**config.mk**
```make
export PLATFORM = sky130hd
export DESIGN_NAME = im_fetch_ctrl
export DESIGN_NICKNAME = d
export VERILOG_FILES = /design/src/rtl/im_fetch_ctrl.sv
export SDC_FILE = /design/constraint.sdc
export NUM_CORES = 1
export LEC_CHECK = 0
export BUFFER_PORTS_ARGS = -buffer_cell sky130_fd_sc_hd__buf_2
export CORE_MARGIN = 10
export CORE_UTILIZATION = 35
export CTS_CLUSTER_DIAMETER = 80
export DETAILED_ROUTE_END_ITERATION = 7
export REMOVE_ABC_BUFFERS = 1
export SYNTH_ARGS = -nofsm -noshare
export SYNTH_HDL_FRONTEND = slang
export SYNTH_SLANG_ARGS = --single-unit
```
**constraint.sdc**
```tcl
create_clock -name clk -period 8.8 [get_ports clk]
set_input_delay 1.76 -clock clk [delete_from_list [all_inputs] [get_ports clk]]
set_output_delay 1.76 -clock clk [all_outputs]
set_load 0.02 [all_outputs]
```
**src/rtl/im_fetch_ctrl.sv**
```systemverilog
// Instruction-fetch sequencer: owns the fetch PC, reads the combinational instruction
// memory and buffers {pc, instr} in a small FIFO toward IF/ID. Optional: FETCH_ALIGN_CHECK_EN.
module im_fetch_ctrl #(
  parameter logic [31:0] RESET_PC = 32'h0000_0000,
  parameter int          QDEPTH   = 2,
  parameter int          QAW      = 1
) (
  input  logic        clk,
  input  logic        rst,
  input  logic        fetch_en,
  output logic [31:0] im_addr,
  input  logic [31:0] im_dout,
  input  logic        redirect,
  input  logic [31:0] redirect_pc,
  output logic        if_valid,
  output logic [31:0] if_instr,
  output logic [31:0] if_pc,
  input  logic        id_ready
`ifdef FETCH_ALIGN_CHECK_EN
  ,
  output logic        fetch_err
`endif
);

  localparam logic [QAW:0] FULL = (QAW+1)'(QDEPTH);

  logic [31:0]    fpc;
  logic [QAW-1:0] rd_ptr;
  logic [QAW-1:0] wr_ptr;
  logic [QAW:0]   count;
  logic [31:0]    q_pc    [QDEPTH];
  logic [31:0]    q_instr [QDEPTH];
  logic           pop;
  logic           push;
  logic           blocked;
  logic [31:0]    redirect_tgt;

`ifdef FETCH_ALIGN_CHECK_EN
  logic err_q;

  // A misaligned redirect poisons the fetch stream until reset.
  always_ff @(posedge clk or posedge rst) begin
    if (rst)
      err_q <= 1'b0;
    else if (redirect && (redirect_pc[1:0] != 2'b00))
      err_q <= 1'b1;
  end

  assign fetch_err    = err_q;
  assign blocked      = err_q;
  assign redirect_tgt = redirect_pc;
`else
  assign blocked      = 1'b0;
  assign redirect_tgt = redirect_pc & 32'hFFFF_FFFC;
`endif

  assign im_addr  = fpc;
  assign if_valid = (count != '0);
  assign if_pc    = if_valid ? q_pc[rd_ptr]    : 32'h0;
  assign if_instr = if_valid ? q_instr[rd_ptr] : 32'h0;

  // A full queue still accepts a new word when the head leaves in the same cycle.
  assign pop  = if_valid & id_ready & ~redirect;
  assign push = fetch_en & ~redirect & ~blocked & ((count < FULL) | pop);

  always_ff @(posedge clk or posedge rst) begin
    if (rst) begin
      fpc    <= RESET_PC;
      count  <= '0;
      rd_ptr <= '0;
      wr_ptr <= '0;
    end else if (redirect) begin
      fpc    <= redirect_tgt;
      count  <= '0;
      rd_ptr <= '0;
      wr_ptr <= '0;
    end else begin
      if (push) begin
        wr_ptr <= wr_ptr + 1'b1;
        fpc    <= fpc + 32'd4;
      end
      if (pop)
        rd_ptr <= rd_ptr + 1'b1;
      case ({push, pop})
        2'b10:   count <= count + 1'b1;
        2'b01:   count <= count - 1'b1;
        default: count <= count;
      endcase
    end
  end

  // Queue storage carries no reset; validity is tracked by count alone.
  always_ff @(posedge clk) begin
    if (push) begin
      q_pc[wr_ptr]    <= fpc;
      q_instr[wr_ptr] <= im_dout;
    end
  end

endmodule

```
# == Word-level counts from Yosys, hierarchy flattened ==
# Memories as Yosys holds them, arrays and structs flattened.
# Cells that the tools add are included.
# word_totals
n_memories,2
elab_cells,36
ram_bits,128
register_bits,36
inputBits,69
out_inout_bits,97
# op_classes
eq_ne,2
reduce_logical,4
n_mux,12
bitwise_logic,6
addsub,5
n_lt_le_gt_ge,1
# mem_list
name,words,word_bits,read_ports,rd_clocked_by_memory_dff,write_ports,line_no,rtl
q_instr,2,32,1,0,1,32,logic [31:0] q_instr [QDEPTH];
q_pc,2,32,1,0,1,31,logic [31:0] q_pc [QDEPTH];
# op_table
cell,count
2-to-1 mux 32 bit,4
adder 32 x 3 -> 32 bit (second input constant),1
2-to-1 mux 1 bit,6
nonzero test 2 bit,3
bitwise AND 1 bit,4
case mux 2 bit (2 select lines),1
nonzero test 3 bit,1
adder 1 bit (second input constant),2
adder 2 x 1 -> 2 bit (second input constant),1
equality test 2 x 1 -> 1 bit (second input constant),1
equality test 2 bit (second input constant),1
< comparator 2 bit (second input constant),1
2-to-1 mux 2 bit,1
subtractor 2 x 1 -> 2 bit (second input constant),1
inverter 1 bit,1
bitwise OR 1 bit,1

# == Logic depth before layout (Yosys ltp) ==
# Gate-level depths: netlist of run 1.
# logic_depth
word_depth,8
ltp_mapped,7
mapped_depth_nobuf,5

# == Worst setup path after synthesis of run 1 ==
# OpenSTA, ideal clock, no wires.
# synth_path
kind,input port to flip-flop
startpoint,input port redirect
endpoint,memory q_instr[1][0] (enable)
setup_slack_ns,1.298
path_stages,4
t_required_ns,8.229
setup_ns,0.571
arrival_ns,6.930
n_path_buf,3
cell_sequence,clkbuf_1 -> clkbuf_1 -> buf_1 -> nor3b_1
# synth_between
elab_chain_len,6
elab_cells_between_ends,7
cone_classes,mux (2); bitwise (5)
# synth_rtl
item,line_no,rtl
"start, declared",13,"input logic redirect,"
inverter 1 bit (*),"63, 64",
bitwise AND 1 bit,63,assign pop = if_valid & id_ready & ~redirect;
bitwise OR 1 bit,64,assign push = fetch_en & ~redirect & ~blocked & ((count < FULL) | pop);
bitwise AND 1 bit (*),64,
2-to-1 mux 1 bit (*),94,if (push) begin
2-to-1 mux 1 bit (not written as such) (*),96,q_instr[wr_ptr] <= im_dout;
"end, declared",32,
# Every way passes the cells marked *; elsewhere a longest branch is shown, timed or not.

# == Worst setup path after layout of run 1 ==
# layout_path
startpoint,register rd_ptr
endpoint,output port if_instr[11]
# layout_between
elab_chain_len,2
# layout_rtl
item,line_no,rtl
"start, declared",28,logic [QAW-1:0] rd_ptr;
"start signal, assigned",83,rd_ptr <= rd_ptr + 1'b1;
memory (2 x 32 bit),n/a,
2-to-1 mux 32 bit,60,assign if_instr = if_valid ? q_instr[rd_ptr] : 32'h0;
"end, declared",16,"output logic [31:0] if_instr,"
# Every way passes these cells.

==> summary.txt, run 1 <==
Pwr
  – Pint: 1.36 mW
  – Flop pwr share: approximately 48%
  – P per Cell Area: around 220 nW/µm²
  – Clk pwr share: 38.5%
  – Pwr Total: 1.86 mW
  – Worst VDD drop: 119 µV
  – Leakage power: 3.27 nW
  – Net load switching power: 0.500 mW
  – Switch share: 26.9%
  – Comb power frac: 13.3%

Yosys
  – Largest family of logic cells by synthesized area: simple AND/OR/NAND/NOR gates
  – Syn Inst Count: roughly 540
  – Post-synthesis sequential area ratio: around two thirds
  – Synth area leader: edfxtp_1
  – Xor and xnor area share after synthesis: 1.14%
  – Synth cell types: 40
  – Synthesis-stage register bit count: about 160
  – Ranking of synthesized cells by area: edfxtp_1 (54%), dfrtp_1 (12%), mux2i_1 (9.2%)
  – Post-synth EDFFs: between 100 and 150
  – Synth Area in Compound Gates: 4.87%
  – Post-Synth Adder-Cell Area: 0.182%
  – Area share of the largest cell type after synthesis: ~54%
  – Synthesis Warnings: 0
  – Mean Syn Cell Area: 12.8 µm²
  – Ys flop type: edfxtp_1
  – Multiplexer share of the synthesized area: 9.16%
  – Syn Std Cell Area: a little under 7000 µm²
  – Post-synthesis simple-gate area fraction: between 10% and 20%
  – Asr flop ratio synth: 21.5%

Placed design
  – Placed cell area: 7910 µm²
  – PortBufs: 159
  – Post-Place Worst Slack: between 5 and 6 ns
  – GPL Wtd Cong: roughly 0.75
  – DP Wirelength: between 10000 and 15000 µm

Global routing
  – Vias in the first global route: 4939
  – Met1 Use GR: 16.5%
  – Grt ovf: 0
  – GRT met2 Usage: 22.8%
  – M3 GR Usage: 4.19%
  – Total track usage: about 14%
  – Initial antenna violation count: 0
  – Global-route wire length before repair: approximately 28000 µm
  – GR peak layer: met2
  – Pin count of the biggest net entering global routing: 75

Timing
  – Fin. Hold Viols: 0
  – RSZ-0062 raised after global routing: false
  – Final min period: 4.12 ns
  – Max_slew headroom: 29.0%
  – Slack of the critical path: between 4 and 5 ns
  – Setup violations, final: 0
  – Period utilization: approximately 47%
  – Final Max Tran Viols: 0
  – Least-Margin Pin Slew: 1.06 ns
  – Clk_skew: 0.0107 ns
  – Max Freq: 0.243 GHz
  – Setup TNS: 0 ns

Clocking
  – Clk buf depth: 2
  – CTS tree: built
  – Sink Count: 158
  – Max H-tree Level: 4
  – Clk slew on worst S/H paths: 0.06 ns
  – Post-CTS sizing: 0
  – Clk_lat worst skew: 0.42 ns
  – # Post-CTS Setup Buffers: 0
  – Post-CTS Hold Buffers: 0
  – Root buffer cell: clkbuf_16
  – CTS buffer count: 17

Outcome
  – Outcome: finished clean

Floorplanning
  – Top-Level Pins: about 170
  – Row cnt: 51
  – Core ar.: approximately 19000 µm²
  – Initial core utilization: 35.5%
  – Die X: 160 µm
  – Chip height: 160 µm
  – Die area: 25700 µm²

Cells and area
  – Design Area, Final: between 8000 and 9000 µm²
  – Leading cell type in the layout, fill and taps excluded: buf_2
  – Synth-to-layout area growth: 23.2%
  – Final #Nets: 757
  – Commonest cells after routing, fill and taps aside: buf_2 (159), edfxtp_1 (124), nor2_1 (80)
  – Share of cells above drive strength 1: 29.0%

Detailed routing
  – Detailed Route Iter0 Violations: 440
  – Final ANT Viol Nets: 0
  – DRC viols: 0
  – DR WL/cell: 18.6 µm
  – Drt first pass iters: 4
  – Via total after detailed routing: 4901
  – Vias per inst: 5.07
  – Routed wire length: roughly 18000 µm

Worst setup path
  – Worst reg2reg setup slack: roughly 6.2 ns
  – CP endpoint kind: primary output
  – CP Data Required Time: 7.04 ns
  – Max FO, Critical Path: 43
  – Critical path data arrival time: 2.36 ns
  – WS Path Type: reg2out
  – Worst setup SP type: register

Flow run
  – Max-cap viol count: 0

Hold path
  – HP Class: reg2reg
==> worst paths after layout <==
kind,end,cells past startpoint,from
worst max-delay path,if_instr[11],4,rd_ptr
worst min-delay path,q_pc[0][8],0,im_addr[8]
worst max register to register,im_addr[17],4,im_addr[6]
worst min register to register,q_pc[0][8],0,im_addr[8]
max in group asynchronous,rd_ptr,3,rst
min in group asynchronous,im_addr[2],3,rst
==> metal layers <==
layer  vias up  routed length [µm]
met4         0                 348
met1      2411                7700
li1       2285                   -
met5         -                   0
met2       176                8840
met3        29                1090
==> through the flow <==
step / instances / util [%] / hold WS [ns]
2_1_floorplan: 501 / - / 0.519
3_3_place_gp: 933 / 40.8 / 0.530
3_5_place_dp: 933 / 40.8 / 0.532
4_1_cts: 965 / 43.7 / 0.557
5_1_grt: 965 / 43.7 / 0.584
6_report: 966 / 43.8 / 0.559
==> critical path, cell delays in order (launching register included) <==
cell and delay, ns:
dfrtp_4 0.67, buf_4 0.72, mux2i_1 0.28, nor2_1 0.06
buf_2 0.17
==> power groups by stage <==
stage,combinational (mW),clock (mW),sequential [mW]
3_5_place_dp,0.253,0,0.914
4_1_cts,0.254,0.732,0.899
2_1_floorplan,0.131,0,0.931
6_report,0.247,0.717,0.899
5_1_grt,0.272,0.758,0.906
3_3_place_gp,0.246,0,0.910
==> synthesized netlist by cell type (all sizes together) (7+ instances only) <==
library cell,count
a22oi,8
buf,20
clkbuf,21
dfrtp,34
edfxtp,124
inv,9
mux2i,63
nand2,32
nand3,29
nand4,19
nor2,81
nor2b,10
nor3,7
o21ai,11
o31ai,10
==> registers in the layout, indices dropped and copies added, names as in the netlist <==
signal and flops:
rd_ptr 1, q_instr 64, wr_ptr 1, im_addr 30, q_pc 60, count 2
==> layout make-up <==
cell class	count	area (µm²)
flip-flops and latches	158	4580
fillers	1849	10900
multi-input cells	334	2110
clock buffers	18	429
well taps	265	332
clock inverters	14	145
diodes	1	2.50
repair buffers	167	856
inverters	9	33.8
==> cells by family (layout without fill, tap and decap cells) <==
family                   count (synthesis)  count (layout)
adder cells (fa/ha/maj)                  1               1
AO/OA/AOI/OAI                           48              48
AND/OR/NAND/NOR                        209             209
other                                    1               5
XOR/XNOR                                 9               9
flip-flops                             158             158
multiplexers                            63              63
buffers and inverters                   50             208
Note: power is estimated with default switching activity, not from simulation.
==> run 2: changes to the inputs <==
- clock period: 8.8 -> 4.1 ns (I/O delays scaled with it)
==> run 2 against run 1 <==
  * Clock power grew 110%
  * Register-to-register slack lost 4.6 ns
  * Highest routed layer unchanged
  * Die area is the same
  * Clock-buffer cell count is the same
  * Worst hold slack lost 0.054 ns
  * Total power grew 110%
  * Combinational power grew 110%
==> summary.txt, run 2 (synthesis gave the netlist of run 1 again) <==
Timing
  – Setup violations, final: 0 (unchanged)
  – Slack of the critical path: 1.05 ns (-3.63 ns)
  – Least-Margin Pin Slew: 0.834 ns (-0.225 ns)
  – Max_slew headroom: 44.3% (+15 points)
  – Hold Slack: 0.505 ns (-0.0535 ns)
  – RSZ-0062 raised after global routing: false
  – Fin. Hold Viols: 0 (unchanged)
  – Period utilization: 74.3%
  – Max Freq: 0.328 GHz
  – Clk_skew: 0.00765 ns (-0.00308 ns)
  – Final min period: 3.05 ns
  – Final Max Tran Viols: 0 (unchanged)

Cells and area
  – Fin cells: 966 (unchanged)
  – Leading cell type in the layout, fill and taps excluded: buf_2
  – Final #Nets: 758 (+0.13%)
  – Most flops, register: q_instr
  – N_diodes: 0 (-1)
  – Share of cells above drive strength 1: 29.2% (+0.24 points)
  – Core Util, Final: 44.0% (+0.28 points)
  – Synth-to-layout area growth: 24.0%
  – Max FFs per register: 64 (unchanged)
  – Design Area, Final: 8540 µm² (+0.63%)
  – Commonest cells after routing, fill and taps aside: buf_2 (159), edfxtp_1 (124), nor2_1 (80)

Detailed routing
  – DRC viols: 0 (unchanged)
  – Detailed Route Iter0 Violations: 370 (-16%)
  – Final ANT Viol Nets: 0 (unchanged)
  – Via total after detailed routing: 4879 (-0.45%)
  – Routed wire length: 18000 µm (about the same)
  – Drt first pass iters: 5 (+1)
  – DR WL/cell: 18.6 µm (about the same)
  – Vias per inst: 5.05 (-0.45%)

Worst setup path
  – Crit-path leading delay family: flip-flops
  – Reg2reg end: im_addr[19]
  – Worst setup SP type: register
  – Worst R2R Path Depth: 4 (unchanged)
  – Max FO, Critical Path: 42 (-2.3%)
  – CP Buf/Inv Count: 2 (unchanged)
  – Critical-path cell list: buf_4, mux2i_1, nor2_1, buf_2
  – CP Data Required Time: 3.28 ns (-3.76 ns)
  – Worst path slowest cell: dfrtp_4
  – CP endpoint kind: primary output
  – Critical path data arrival time: 2.23 ns (-0.13 ns)
  – Reg-to-reg critical path startpoint: im_addr[6]
  – Crit path largest cell delay: 0.92 ns (+0.20 ns)
  – Worst reg2reg setup slack: 1.60 ns (-4.64 ns)
  – WS Path Type: reg2out

Outcome
  – Outcome: finished clean

Placed design
  – Inst Count DP: 934 (+0.11%)
  – Placed cell area: 7960 µm² (+0.57%)
  – PortBufs: 159 (unchanged)
  – DP Wirelength: 12200 µm (+0.81%)
  – GPL Wtd Cong: 0.788 (+4.5%)
  – Post-Place Worst Slack: 1.27 ns (-3.77 ns)

Clocking
  – Clk buf depth: 2 (unchanged)
  – Root buffer cell: clkbuf_16
  – Post-CTS sizing: 0 (unchanged)
  – Sink Count: 158 (unchanged)
  – Clk_lat worst skew: 0.42 ns (about the same)
  – Clk slew on worst S/H paths: 0.06 ns (about the same)
  – Max H-tree Level: 4 (unchanged)
  – # Post-CTS Setup Buffers: 0 (unchanged)
  – CTS buffer count: 17 (unchanged)
  – CTS tree: built
  – Post-CTS Hold Buffers: 0 (unchanged)

Global routing
  – Pin count of the biggest net entering global routing: 58 (-23%)
  – Grt ovf: 0 (unchanged)
  – Total track usage: 13.8% (+0.16 points)
  – Global-route wire length before repair: 28100 µm (+0.77%)
  – Initial antenna violation count: 0 (unchanged)
  – Vias in the first global route: 4995 (+1.1%)

Flow run
  – Max-cap viol count: 0 (unchanged)

Pwr
  – Leakage power: 3.29 nW (+0.49%)
  – P per Cell Area: 469 nW/µm² (+110%)
  – Worst VDD drop: 279 µV (+130%)

Floorplanning
  – Die area: 25700 µm² (unchanged)
  – Chip height: 160 µm (unchanged)
  – Core ar.: 19400 µm² (unchanged)
  – Initial core utilization: 35.5% (unchanged)
  – Row cnt: 51 (unchanged)
  – Die X: 160 µm (unchanged)
  – Top-Level Pins: 166 (unchanged)

Hold path
  – HP Class: in2async
[run 2: cell types whose count changed in the layout (fill, tap and decap cells not counted)]
cell	delta
buf_12	+3
buf_4	-2
bufinv_16	-1
clkinv_1	-1
clkinv_2	-4
clkinv_4	+1
clkinv_8	+2
diode_2	-1
inv_6	+4
inv_8	-1
[run 2: worst min-delay path, cell delays in order]
cell and delay [ns]:
buf_2 0.09, inv_1 0.04, buf_4 0.41
[run 2: stage by stage]
step	total power [mW]	setup TNS, ns
after global placement	2.49	0
after detailed placement	2.51	0
after CTS	4.06	0
final	4.00	0
after floorplan	2.28	-252.60
after global routing	4.19	0
[run 2: metal layers]
metal / wire length, µm / up-vias / global-route usage, %
li1: - / 2283 / -
met1: 7590 / 2398 / 16.5
met2: 8960 / 178 / 23.1
met3: 1130 / 20 / 4.42
met4: 297 / 0 / 4.84
met5: 0 / - / 0
[run 2: worst max-delay path by stage]
stage                  start             to  slack, ns  cells after the start
floorplan           id_ready  q_instr[1][0]      -2.22                      3
global placement    id_ready    q_pc[1][11]       1.32                      5
detailed placement  id_ready  q_instr[1][1]       1.27                      5
CTS                   rd_ptr   if_instr[21]       0.98                      4
global route          rd_ptr   if_instr[15]       0.88                      4
finish                rd_ptr   if_instr[21]       1.05                      4
[run 2: layout make-up]
type / count / area (µm²)
tap: 265 / 332
inverter: 9 / 33.8
sequential: 158 / 4580
fill: 1861 / 10900
clock inverter: 14 / 156
timing repair buffer: 168 / 901
multi-input combinational: 334 / 2110
clock buffer: 18 / 429
[run 2: where the power goes]
part / switching [mW] / leakage, nW / internal, mW
sequential: 0.0992 / 1.54 / 1.84
clock: 0.679 / 0.278 / 0.858
combinational: 0.336 / 1.47 / 0.194
==> run 3: changes to the inputs <==
- ABC_AREA: default -> 1
- clock period: 4.1 -> 3 ns (I/O delays scaled with it)
==> run 3 against run 2 <==
  * Synthesized area is 3.5% higher
  * Largest cell class unchanged
  * Largest power group unchanged
  * Cell count is 23% higher
  * Critical path type unchanged
  * Sequential share of layout area is 1.9 points lower
  * Register-to-register slack worse by 0.65 ns
  * Worst hold slack worse by 0.16 ns
  * Critical path depth is 1 higher
  * Routed wire length is 7.1% higher
  * Setup slack worse by 0.52 ns
  * Die area is 3.1% higher
==> summary.txt, run 3 <==
Outcome
  – Outcome: finished clean

Yosys
  – Ranking of synthesized cells by area: edfxtp_1 (52%), nand2_1 (16%), dfrtp_1 (12%)
  – Ys flop type: edfxtp_1
  – Area share of the largest cell type after synthesis: 52.2% (-1.8 points)
  – Synthesis Warnings: 0 (unchanged)
  – Syn Inst Count: 739 (+37%)
  – Synth area leader: edfxtp_1
  – Asr flop ratio synth: 21.5% (unchanged)
  – Syn Std Cell Area: 7130 µm² (+3.5%)
  – Post-synthesis sequential area ratio: 64.2% (-2.2 points)
  – Synth cell types: 31 (-23%)
  – Post-synth top cells: nand2_1 (300), edfxtp_1 (124), a21oi_1 (69), nor2_1 (48), inv_1 (46)
  – Most common cell in the netlist: nand2_1
  – Synthesis-stage register bit count: 158 (unchanged)
  – Post-synth EDFFs: 124 (unchanged)
  – Mean Syn Cell Area: 9.65 µm² (-25%)

Global routing
  – Vias in the first global route: 5575 (+12%)
  – Initial antenna violation count: 0 (unchanged)
  – Total track usage: 14.5% (+0.70 points)
  – Pin count of the biggest net entering global routing: 45 (-22%)
  – Global-route wire length before repair: 30100 µm (+7.0%)
  – Grt ovf: 0 (unchanged)

Timing
  – Hold Slack: 0.343 ns (-0.162 ns)
  – Least-Margin Pin Slew: 0.845 ns (+0.0117 ns)
  – Period utilization: 82.3%
  – Final Max Tran Viols: 0 (unchanged)
  – Max_slew headroom: 43.6% (-0.69 points)
  – Setup violations, final: 0 (unchanged)
  – Final min period: 2.47 ns
  – Slack of the critical path: 0.531 ns (-0.522 ns)
  – Max Freq: 0.405 GHz
  – RSZ-0062 raised after global routing: false
  – Fin. Hold Viols: 0 (unchanged)
  – Clk_skew: 0.0135 ns (+0.00583 ns)

Pwr
  – Switch share: 29.4% (+1.6 points)
  – P per Cell Area: 668 nW/µm² (+42%)
  – Net load switching power: 1.74 mW (+56%)
  – Flop pwr share: 45.0% (-3.4 points)
  – Pint: 4.17 mW (+44%)
  – Comb power frac: 19.0% (+5.8 points)
  – Leakage power: 3.83 nW (+16%)
  – Worst VDD drop: 386 µV (+38%)
  – Clk pwr share: 36.0% (-2.4 points)

Cells and area
  – Commonest cells after routing, fill and taps aside: nand2_1 (300), buf_2 (159), edfxtp_1 (124)
  – Fillers: 1981 (+6.4%)
  – Most flops, register: q_instr
  – Leading cell type in the layout, fill and taps excluded: nand2_1
  – Max FFs per register: 64 (unchanged)
  – Share of cells above drive strength 1: 24.8% (-4.5 points)
  – Final #Nets: 973 (+28%)
  – N_diodes: 0 (unchanged)
  – Design Area, Final: 8850 µm² (+3.6%)
  – Synth-to-layout area growth: 24.2%

Clocking
  – Post-CTS Hold Buffers: 0 (unchanged)
  – # Post-CTS Setup Buffers: 0 (unchanged)
  – Post-CTS sizing: 0 (unchanged)
  – Max H-tree Level: 4 (unchanged)
  – CTS buffer count: 17 (unchanged)
  – Clk buf depth: 2 (unchanged)
  – Clk_lat worst skew: 0.42 ns (about the same)
  – CTS tree: built
  – Root buffer cell: clkbuf_16
  – Clk slew on worst S/H paths: 0.06 ns (about the same)
  – Sink Count: 158 (unchanged)

Worst setup path
  – Crit-path leading delay family: buffers and inverters
  – Crit path largest cell delay: 0.43 ns (-0.49 ns)
  – CP Buf/Inv Count: 3 (+1)
  – Worst setup SP type: register
  – CP Data Required Time: 2.40 ns (-0.88 ns)
  – Critical path data arrival time: 1.87 ns (-0.36 ns)
  – Max FO, Critical Path: 26 (-38%)
  – Critical-path cell list: inv_2, buf_12, nand2_1, a21oi_1, buf_2
  – CP endpoint kind: primary output
  – WS Path Type: reg2out
  – Worst path slowest cell: dfrtp_2

Floorplanning
  – Initial core utilization: 35.3% (-0.16 points)
  – Chip height: 163 µm (+1.5%)
  – Row cnt: 52 (+2.0%)
  – Die area: 26500 µm² (+3.1%)
  – Core ar.: 20200 µm² (+4.0%)
  – Top-Level Pins: 166 (unchanged)
  – Die X: 163 µm (+1.5%)

Detailed routing
  – DR WL/cell: 16.2 µm (-13%)
  – Via total after detailed routing: 5500 (+13%)
  – Vias per inst: 4.64 (-8.2%)
  – DRC viols: 0 (unchanged)
  – Final ANT Viol Nets: 0 (unchanged)
  – Routed wire length: 19200 µm (+7.1%)
  – Detailed Route Iter0 Violations: 278 (-25%)
  – Drt first pass iters: 7 (+2)

Placed design
  – DP Wirelength: 13700 µm (+13%)
  – GPL Wtd Cong: 0.843 (+7.1%)
  – Post-Place Worst Slack: 0.690 ns (-0.576 ns)
  – PortBufs: 159 (unchanged)
  – Placed cell area: 8270 µm² (+4.0%)

Hold path
  – HP Class: in2async

Flow run
  – Max-cap viol count: 0 (unchanged)
[run 3: metrics by stage]
stage / instances / setup TNS, ns / power, mW / util (%)
CTS: 1186 / 0 / 6.00 / 43.9
finish: 1186 / 0 / 5.91 / 43.9
global placement: 1154 / 0 / 3.84 / 41.0
floorplan: 712 / -134.40 / 3.35 / -
detailed placement: 1154 / 0 / 3.86 / 41.0
global route: 1186 / 0 / 6.21 / 43.9
[run 3: worst paths after layout]
| kind | from | slack [ns] | end | cells past startpoint |
|---|---|---|---|---|
| worst max-delay path | rd_ptr | 0.53 | if_pc[14] | 5 |
| worst max register to register | count[1] | 0.95 | q_pc[0][22] | 4 |
| worst min-delay path | rst | 0.34 | im_addr[31] | 2 |
| worst min register to register | im_addr[31] | 0.56 | q_pc[0][31] | 0 |
| min in group clk | im_dout[21] | 0.37 | q_instr[1][21] | 1 |
| max in group asynchronous | rst | 1.96 | im_addr[20] | 3 |
[run 3: power by group through the flow]
stage | Combinational [mW] | Clock, mW | Sequential (mW)
2_1_floorplan | 0.606 | 0 | 2.75
3_3_place_gp | 1.14 | 0 | 2.70
3_5_place_dp | 1.15 | 0 | 2.71
4_1_cts | 1.16 | 2.18 | 2.66
5_1_grt | 1.25 | 2.28 | 2.68
6_report | 1.13 | 2.13 | 2.66
[run 3: cell families (layout without fill, tap and decap cells)]
logic type | after synthesis | in the layout | synth area share (%)
buffers and inverters | 82 | 256 | 4.93
flip-flops | 158 | 158 | 64.2
AO/OA/AOI/OAI | 96 | 96 | 7.63
other | 1 | 4 | 0.0526
AND/OR/NAND/NOR | 392 | 392 | 21.9
adder cells (fa/ha/maj) | 1 | 1 | 0.175
XOR/XNOR | 9 | 9 | 1.11
[run 3: area by class of cell]
cell class,count,area (µm²),area share [%]
Clock inverter,10,135,1.53
Tap cell,270,338,3.82
Inverter,52,199,2.25
Clock buffer,22,444,5.02
Sequential cell,158,4580,51.7
Multi-Input combinational cell,502,2230,25.2
Timing Repair Buffer,172,931,10.5
[run 3: per-layer routing]
metal	global-route usage (%)	up-vias	wire length, µm
li1	-	2755	-
met1	18.2	2570	8610
met5	0	-	0
met3	4.15	10	1220
met4	3.89	0	182
met2	24.1	165	9230
